==> src/rtl/cpu_pkg.sv <==
// cpu_pkg: shared types for the 5-bit-address CPU sequencer.
//   opcode_t  - 3-bit instruction opcodes
//   phase_t   - 8-phase instruction cycle, INST_ADDR..STORE
//   is_alu_op - true for instructions that read an operand into the accumulator
package cpu_pkg;

  localparam int unsigned OP_WIDTH = 3;
  localparam int unsigned PHASE_W  = 3;

  typedef enum logic [OP_WIDTH-1:0] {
    HLT = 3'd0,
    SKZ = 3'd1,
    ADD = 3'd2,
    AND = 3'd3,
    XOR = 3'd4,
    LDA = 3'd5,
    STO = 3'd6,
    JMP = 3'd7
  } opcode_t;

  typedef enum logic [PHASE_W-1:0] {
    INST_ADDR  = 3'd0,
    INST_FETCH = 3'd1,
    INST_LOAD  = 3'd2,
    IDLE       = 3'd3,
    OP_ADDR    = 3'd4,
    OP_FETCH   = 3'd5,
    ALU_OP     = 3'd6,
    STORE      = 3'd7
  } phase_t;

  function automatic logic is_alu_op(opcode_t op);
    return (op == ADD) || (op == AND) || (op == XOR) || (op == LDA);
  endfunction

endpackage

==> src/rtl/cpu_sequencer_if.sv <==
// cpu_sequencer_if: sequencer <-> datapath signal bundle.
//   opcode, zero       - datapath to sequencer (IR opcode field, accumulator zero flag)
//   sel .. halt        - sequencer strobes to memory, IR, accumulator and PC counter
//   phase              - current phase, for debug/assertions
// master = sequencer side, slave = datapath side.
interface cpu_sequencer_if
  import cpu_pkg::*;
#(
  parameter int unsigned OP_WIDTH = 3
);
  logic [OP_WIDTH-1:0] opcode;
  logic                zero;
  logic                sel;
  logic                mem_rd;
  logic                mem_wr;
  logic                load_ir;
  logic                load_ac;
  logic                pc_load;
  logic                pc_inc;
  logic                data_e;
  logic                halt;
  logic [PHASE_W-1:0]  phase;

  modport master (
    input  opcode, zero,
    output sel, mem_rd, mem_wr, load_ir, load_ac, pc_load, pc_inc, data_e, halt, phase
  );

  modport slave (
    output opcode, zero,
    input  sel, mem_rd, mem_wr, load_ir, load_ac, pc_load, pc_inc, data_e, halt, phase
  );
endinterface

==> src/rtl/cpu_seq_decode.sv <==
// cpu_seq_decode: pure combinational strobe decode.
//   phase_i, halted_i, opcode_i, zero_i -> sel_o, mem_rd_o, mem_wr_o, load_ir_o,
//   load_ac_o, pc_load_o, pc_inc_o, data_e_o, halt_o
module cpu_seq_decode
  import cpu_pkg::*;
(
  input  phase_t  phase_i,
  input  logic    halted_i,
  input  opcode_t opcode_i,
  input  logic    zero_i,
  output logic    sel_o,
  output logic    mem_rd_o,
  output logic    mem_wr_o,
  output logic    load_ir_o,
  output logic    load_ac_o,
  output logic    pc_load_o,
  output logic    pc_inc_o,
  output logic    data_e_o,
  output logic    halt_o
);

  logic alu_op;
  logic sto_op;

  assign alu_op = is_alu_op(opcode_i);
  assign sto_op = (opcode_i == STO);

  always_comb begin
    sel_o     = 1'b0;
    mem_rd_o  = 1'b0;
    mem_wr_o  = 1'b0;
    load_ir_o = 1'b0;
    load_ac_o = 1'b0;
    pc_load_o = 1'b0;
    pc_inc_o  = 1'b0;
    data_e_o  = 1'b0;
    halt_o    = 1'b0;
    if (halted_i) begin
      halt_o = 1'b1;
    end else begin
      case (phase_i)
        INST_ADDR: sel_o = 1'b1;
        INST_FETCH: begin
          sel_o    = 1'b1;
          mem_rd_o = 1'b1;
        end
        INST_LOAD, IDLE: begin
          sel_o     = 1'b1;
          mem_rd_o  = 1'b1;
          load_ir_o = 1'b1;
        end
        OP_ADDR: begin
          // HLT flags halt in the same cycle the flag is being set, without a PC step
          if (opcode_i == HLT) halt_o   = 1'b1;
          else                 pc_inc_o = 1'b1;
        end
        OP_FETCH: mem_rd_o = alu_op;
        ALU_OP: begin
          mem_rd_o  = alu_op;
          pc_inc_o  = (opcode_i == SKZ) && zero_i;
          pc_load_o = (opcode_i == JMP);
          data_e_o  = sto_op;
        end
        STORE: begin
          mem_rd_o  = alu_op;
          load_ac_o = alu_op;
          mem_wr_o  = sto_op;
          data_e_o  = sto_op;
        end
        default: ;
      endcase
    end
  end

endmodule

==> src/rtl/cpu_sequencer.sv <==
// cpu_sequencer: eight-phase instruction sequencer.
//   clk, rst - clock (rising edge), asynchronous active-high reset
//   bus      - master side of cpu_sequencer_if (opcode/zero in, strobes/phase out)
// Holds the phase counter and sticky halted flag; strobes come from cpu_seq_decode.
module cpu_sequencer
  import cpu_pkg::*;
#(
  parameter int unsigned OP_WIDTH = 3
) (
  input  logic            clk,
  input  logic            rst,
  cpu_sequencer_if.master bus
);

  if (OP_WIDTH != 3) begin : g_op_width_check
    $error("cpu_sequencer: OP_WIDTH must be 3");
  end

  phase_t  phase_q, phase_d;
  logic    halted_q, halted_d;
  opcode_t opcode;

  assign opcode = opcode_t'(bus.opcode);

  always_comb begin
    phase_d  = phase_q;
    halted_d = halted_q;
    if (!halted_q) begin
      // HLT parks the phase at OP_ADDR instead of advancing
      if (phase_q == OP_ADDR && opcode == HLT) halted_d = 1'b1;
      else phase_d = phase_t'(phase_q + PHASE_W'(1));
    end
  end

  always_ff @(posedge clk or posedge rst) begin
    if (rst) begin
      phase_q  <= INST_ADDR;
      halted_q <= 1'b0;
    end else begin
      phase_q  <= phase_d;
      halted_q <= halted_d;
    end
  end

  cpu_seq_decode u_decode (
    .phase_i   (phase_q),
    .halted_i  (halted_q),
    .opcode_i  (opcode),
    .zero_i    (bus.zero),
    .sel_o     (bus.sel),
    .mem_rd_o  (bus.mem_rd),
    .mem_wr_o  (bus.mem_wr),
    .load_ir_o (bus.load_ir),
    .load_ac_o (bus.load_ac),
    .pc_load_o (bus.pc_load),
    .pc_inc_o  (bus.pc_inc),
    .data_e_o  (bus.data_e),
    .halt_o    (bus.halt)
  );

  assign bus.phase = phase_q;

endmodule

==> src/flat_wrapper.sv <==
// flat-port wrapper written by rule: the top's interface ports become plain ports
module cpu_sequencer_flat import cpu_pkg::*;
#(
  parameter int unsigned OP_WIDTH = 3
)
  (clk, rst, bus_opcode, bus_zero, bus_sel, bus_mem_rd, bus_mem_wr, bus_load_ir, bus_load_ac, bus_pc_load, bus_pc_inc, bus_data_e, bus_halt, bus_phase);
  cpu_sequencer_if #(.OP_WIDTH(OP_WIDTH)) bus_i ();
  input  logic clk;
  input  logic rst;
  input wire logic [$bits(bus_i.opcode)-1:0] bus_opcode;
  input wire logic [$bits(bus_i.zero)-1:0] bus_zero;
  output wire logic [$bits(bus_i.sel)-1:0] bus_sel;
  output wire logic [$bits(bus_i.mem_rd)-1:0] bus_mem_rd;
  output wire logic [$bits(bus_i.mem_wr)-1:0] bus_mem_wr;
  output wire logic [$bits(bus_i.load_ir)-1:0] bus_load_ir;
  output wire logic [$bits(bus_i.load_ac)-1:0] bus_load_ac;
  output wire logic [$bits(bus_i.pc_load)-1:0] bus_pc_load;
  output wire logic [$bits(bus_i.pc_inc)-1:0] bus_pc_inc;
  output wire logic [$bits(bus_i.data_e)-1:0] bus_data_e;
  output wire logic [$bits(bus_i.halt)-1:0] bus_halt;
  output wire logic [$bits(bus_i.phase)-1:0] bus_phase;
  assign bus_i.opcode = bus_opcode;
  assign bus_i.zero = bus_zero;
  assign bus_sel = bus_i.sel;
  assign bus_mem_rd = bus_i.mem_rd;
  assign bus_mem_wr = bus_i.mem_wr;
  assign bus_load_ir = bus_i.load_ir;
  assign bus_load_ac = bus_i.load_ac;
  assign bus_pc_load = bus_i.pc_load;
  assign bus_pc_inc = bus_i.pc_inc;
  assign bus_data_e = bus_i.data_e;
  assign bus_halt = bus_i.halt;
  assign bus_phase = bus_i.phase;
  cpu_sequencer #(.OP_WIDTH(OP_WIDTH)) u_core (.clk(clk), .rst(rst), .bus(bus_i));
endmodule
==> config.mk <==
export PLATFORM = sky130hd
export DESIGN_NAME = cpu_sequencer_flat
export DESIGN_NICKNAME = d
export VERILOG_FILES = /design/src/rtl/cpu_pkg.sv /design/src/rtl/cpu_sequencer_if.sv /design/src/rtl/cpu_seq_decode.sv /design/src/rtl/cpu_sequencer.sv /design/src/flat_wrapper.sv
export SDC_FILE = /design/constraint.sdc
export NUM_CORES = 1
export LEC_CHECK = 0
export ABC_CLOCK_PERIOD_IN_PS = 1940
export BUFFER_PORTS_ARGS = -buffer_cell sky130_fd_sc_hd__buf_4
export CORE_AREA = 2 2 39 41
export DETAILED_ROUTE_END_ITERATION = 6
export DIE_AREA = 0 0 41 43
export PLACE_DENSITY = 0.62
export SLEW_MARGIN = 25
export SYNTH_ARGS = -nofsm -noshare
export SYNTH_HDL_FRONTEND = slang
export SYNTH_SLANG_ARGS = --single-unit
==> constraint.sdc <==
create_clock -name clk -period 1.94 [get_ports clk]
set_clock_uncertainty 0.05 [all_clocks]
set_input_delay 0.291 -clock clk [delete_from_list [all_inputs] [get_ports clk]]
set_output_delay 0.291 -clock clk [all_outputs]
set_load 0.005 [all_outputs]
# Word-level counts from Yosys, hierarchy flattened
# Cells that the tools add are included.
# W data, S select, Z words.
[classes] addsub=1 multipliers=0 div_mod_pow=0 magnitude_cmp=0 eq_ne=14 shifts=0 muxes=22 bitwise_logic=2 reduce_logical=13
[ops] operator="$eq A3 B3 Y1 const B" count=8
[ops] operator="$mux W1" count=20
[ops] operator="$eq A3 B2 Y1 const B" count=4
[ops] operator="$eq A3 B1 Y1 const B" count=2
[ops] operator="$logic_not A3 Y1" count=2
[ops] operator="$reduce_or A3 Y1" count=2
[ops] operator="$pmux W1 S2" count=2
[ops] operator="$reduce_or A2 Y1" count=2
[ops] operator="$reduce_or A4 Y1" count=1
[ops] operator="$add A3 B1 Y3 const B" count=1
[ops] operator="$logic_or A1 B1 Y1" count=3
[ops] operator="$logic_and A1 B1 Y1" count=2
[ops] operator="$not A1 Y1" count=2
[ops] operator="$reduce_and A2 Y1" count=1
[word_totals] register_bits=4 latchBits=0 mem_bits_rw=0 romBits=0 input_bits=6 output_inout_bits=12 elab_cells=54 mem_count=0

# Logic depth before layout (Yosys ltp)
[depth] depth_word=6 ltp_mapped=5 ltp_nobuf=5

# Cells and area by module
# A second synthesis with hierarchy kept.
[unflattened] cells_unflattened=37 hier_area_um2=339.1
[by_module_without_submodules] module="cpu_sequencer" n_inst=1 cells_each=18 area_per_inst_um2=217.7
[by_module_without_submodules] module="cpu_seq_decode" n_inst=1 cells_each=19 area_per_inst_um2=121.4

# Worst setup path before layout
# No wires, ideal clock.
[synth_timing] path_kind="flip-flop to output port" start="register u_core.phase_q[0], in the netlist u_core.bus.phase[0]" end="output port bus_mem_rd" t_arrival_ns=1.376 t_required_ns=1.599 setup_slack_ns=0.223 stages_incl_launch_ff=6 path_buffers=0 cell_sequence="dfrtp_1 -> ha_1 -> ha_1 -> or3_1 -> o311ai_0 -> o21ai_0"
[synth_via] elab_chain_len=4 word_cells_on_any_way=10 cone_classes="eq/ne: 6; mux: 2; reduce/logical: 2"
[synth_lines] item="start, declared" line="cpu_sequencer.sv:19" text="phase_t phase_q, phase_d;"
[synth_lines] item="start signal, assigned" line="cpu_sequencer.sv:40" text="phase_q <= phase_d;"
[synth_lines] item="$eq A3 B3 Y1 (tied with other cells)" line="cpu_seq_decode.sv:41" text="case (phase_i)"
[synth_lines] item="$reduce_or A3 Y1 (no source line)"
[synth_lines] item="$pmux W1 S2 *" line="cpu_seq_decode.sv:41"
[synth_lines] item="$mux W1 *" line="cpu_seq_decode.sv:38" text="if (halted_i) begin"
[synth_lines] item="end, declared" line="flat_wrapper.sv:13" text="output wire logic [$bits(bus_i.mem_rd)-1:0] bus_mem_rd;"
# Every way passes the cells marked *; elsewhere a longest branch is shown, timed or not.

# Final worst setup path
[layout_timing] start="register u_core.phase_q[1], in the netlist u_core.bus.phase[1]" end="output port bus_sel"
[layout_via] elab_chain_len=4 word_cells_on_any_way=7 cone_classes="eq/ne: 3; mux: 2; reduce/logical: 2"
[layout_lines] item="$eq A3 B2 Y1 (tied with other cells)" line="cpu_seq_decode.sv:41"
[layout_lines] item="$reduce_or A4 Y1 (no source line) *"
[layout_lines] item="$mux W1 *" line="cpu_seq_decode.sv:41"
[layout_lines] item="$mux W1 *" line="cpu_seq_decode.sv:38"
[layout_lines] item="end, declared" line="flat_wrapper.sv:12" text="output wire logic [$bits(bus_i.sel)-1:0] bus_sel;"
# Marked as above.

==> metrics.yaml <==
syn2layout_area_growth_pct: 65.4
syn_nets: 54
dp_hpwl_um: 673
report.final.slew_viol_count: 0
drc: 0
arrival_ns: 1.66
via_count: 385
cts_tree: "built"
rows: 14
grt_pass1_vias: 342
drtIter0Drc: 2
drv_cap: 0
synth_cells: 42
portBuffers: 17
synth_area_um2: 365
tightest_slew_ns: 0.300
ys_seq_area_share_pct: 27.4
fmax_mhz: 499
drive_above_1_share_pct: 47.8
cts_buffers: 3
synth.area.top_cells: "dfrtp_1, ha_1, inv_1"
power.density_mw_per_mm2: 1530
outcome: "finished with violations"
crit_type: "reg2out"
die_h_um: 43
whs_path_depth: 4
ios: 18
root_buffer: "clkbuf_4"
core_region_area_mm2: 0.00138
synth_flop_cell: "dfrtp_1"
hold_violations: 0
nFillCells: 136
syn_avg_cell_area_um2: 8.70
total_power_mw: 0.923
routedWlPerCell_um: 11.7
final_core_util_pct: 43.7
synth_warnings: 0
clk_pin_slew_ns: 0.04
rr_worst_depth: 5
vdd_drop_max_v: 0.000841
clk_path_buf_depth: 2
yosys-top-cells-count: "ha_1, inv_1, dfrtp_1, nor2_1, o21ai_0"
design.die.area_mm2: 0.00176
failed_checks: "negative setup slack"
track_usage_pct: 11.0
cts_sinks: 4
synth_enable_flop_cells: 0
ys_types: 20
synth_top_area_share_pct: 27.4
htreeDepth: 1
async_flop_share_pct: 100
cp_data_required_time_ns: 1.60
p_leak_nw: 0.298
min_period_ns: 2.00
antenna_left: 0
hold_path.class: "in2reg"
grt.overflow.total: 0
nets: 81
antenna_found_initial: 0
diodes: 0
fin_crit_sh_pct: 103
end_kind: "primary output"
synth_top_area_cell: "dfrtp_1"
clk_latency_ns: 0.23
via_per_inst: 4.64
ys_seq_elements: 4
routed_wl_um: 968
gp_congestion: 0.689
grt_max_degree: 10
worstPathMaxFanout: 4
drt_first_pass_iters: 2
die_w_um: 41
ff2ff_setup_slack_ns: 0.30
rsz0062_at_grt: "yes"
grt_pass1_wl_mm: 1.31
crit_path_start_kind: "flop"
fin_ws_ns: -0.0626
setup_viol: 2
start_util_pct: 26.4
relSlewSlack_pct: 80.0
==> metrics by stage <==
| step | setup slack, ns | TNS, ns | area (µm²) | hold WS (ns) | cells |
|---|---|---|---|---|---|
| after floorplan | 0.223 | 0 | 365 | 0.00708 | 42 |
| after global placement | 0.0768 | 0 | 515 | 0.138 | 75 |
| after detailed placement | 0.0632 | 0 | 515 | 0.141 | 75 |
| after CTS | -0.0612 | -0.131 | 596 | 0.428 | 83 |
| after global routing | -0.146 | -0.398 | 604 | 0.452 | 83 |
| final | -0.0626 | -0.114 | 604 | 0.442 | 83 |
==> worst paths after layout <==
check,startpoint,to
setup reg to reg,u_core.bus.phase[1],u_core.bus.phase[1]
min in group asynchronous,rst,u_core.bus.phase[1]
hold reg to reg,u_core.bus.phase[0],u_core.bus.phase[0]
setup / recovery,u_core.bus.phase[1],bus_sel
hold / removal,bus_opcode[0],u_core.bus.phase[2]
max in group asynchronous,rst,u_core.halted_q
==> what timing repair did <==
item                       4_1_cts  5_1_grt
setup endpoints to repair        3        3
hold buffers                     1        0
pin swaps                        2        0
resized for setup                7        1
setup buffers                    4        0
hold endpoints to repair         4        0
==> metal layers <==
metal | routed length (µm) | global-route usage [%] | share of wire (%)
met5 | 0 | 0 | 0
met4 | 0 | 8.00 | 0
met3 | 41 | 1.57 | 4.2
met2 | 526 | 15.0 | 54
met1 | 400 | 14.9 | 41
==> worst max-delay path: stages (launching register included) <==
cell and delay [ns]:
dfrtp_1 0.38, inv_1 0.11, ha_1 0.22, or3_1 0.36, a21oi_1 0.15, nor2_1 0.06, buf_4 0.14
==> report_power, final <==
part	switching, mW	total [mW]	leakage, nW	internal (mW)
Combinational	0.275	0.634	0.238	0.359
Clock	0.0313	0.100	0.0138	0.0690
Sequential	0.0586	0.189	0.0468	0.130
Total	0.365	0.923	0.298	0.558
==> placed cells by master (no fill, tap or decap), drive strengths merged <==
master | Yosys | layout
a21oi | 2 | 2
a31oi | 1 | 1
buf | 1 | 22
clkbuf | 0 | 3
dfrtp | 4 | 4
dlygate4sd3 | 0 | 1
ha | 6 | 6
inv | 6 | 6
mux2 | 1 | 1
nand2 | 1 | 1
nand3 | 2 | 2
nor2 | 4 | 4
nor3 | 2 | 2
nor3b | 1 | 1
nor4 | 2 | 2
nor4b | 1 | 1
o21ai | 3 | 3
o311ai | 1 | 1
or3 | 2 | 2
xnor2 | 1 | 1
xor2 | 1 | 1
==> layout make-up <==
class | instances | area, µm² | area share (%)
multi-input combinational | 31 | 264 | 43.7
timing repair buffer | 23 | 175 | 29.0
sequential | 4 | 100 | 16.6
clock buffer | 3 | 22.5 | 3.73
inverter | 6 | 22.5 | 3.73
tap | 16 | 20.0 | 3.31
==> registers in the layout, summed over array words and instances (netlist names) <==
name,count
u_core.bus.phase,3
u_core.halted_q,1
==> kinds of logic (layout without fill, tap and decap cells) <==
logic type	Yosys count	count (layout)	share of synthesized area (%)
compound gates	7	7	12.0
xor+xnor	2	2	4.80
fa+ha+maj	6	6	20.5
buf+inv	7	32	7.53
flops	4	4	27.4
mux	1	1	4.11
simple gates	15	15	23.6
Power figures use the tool's default switching activity.
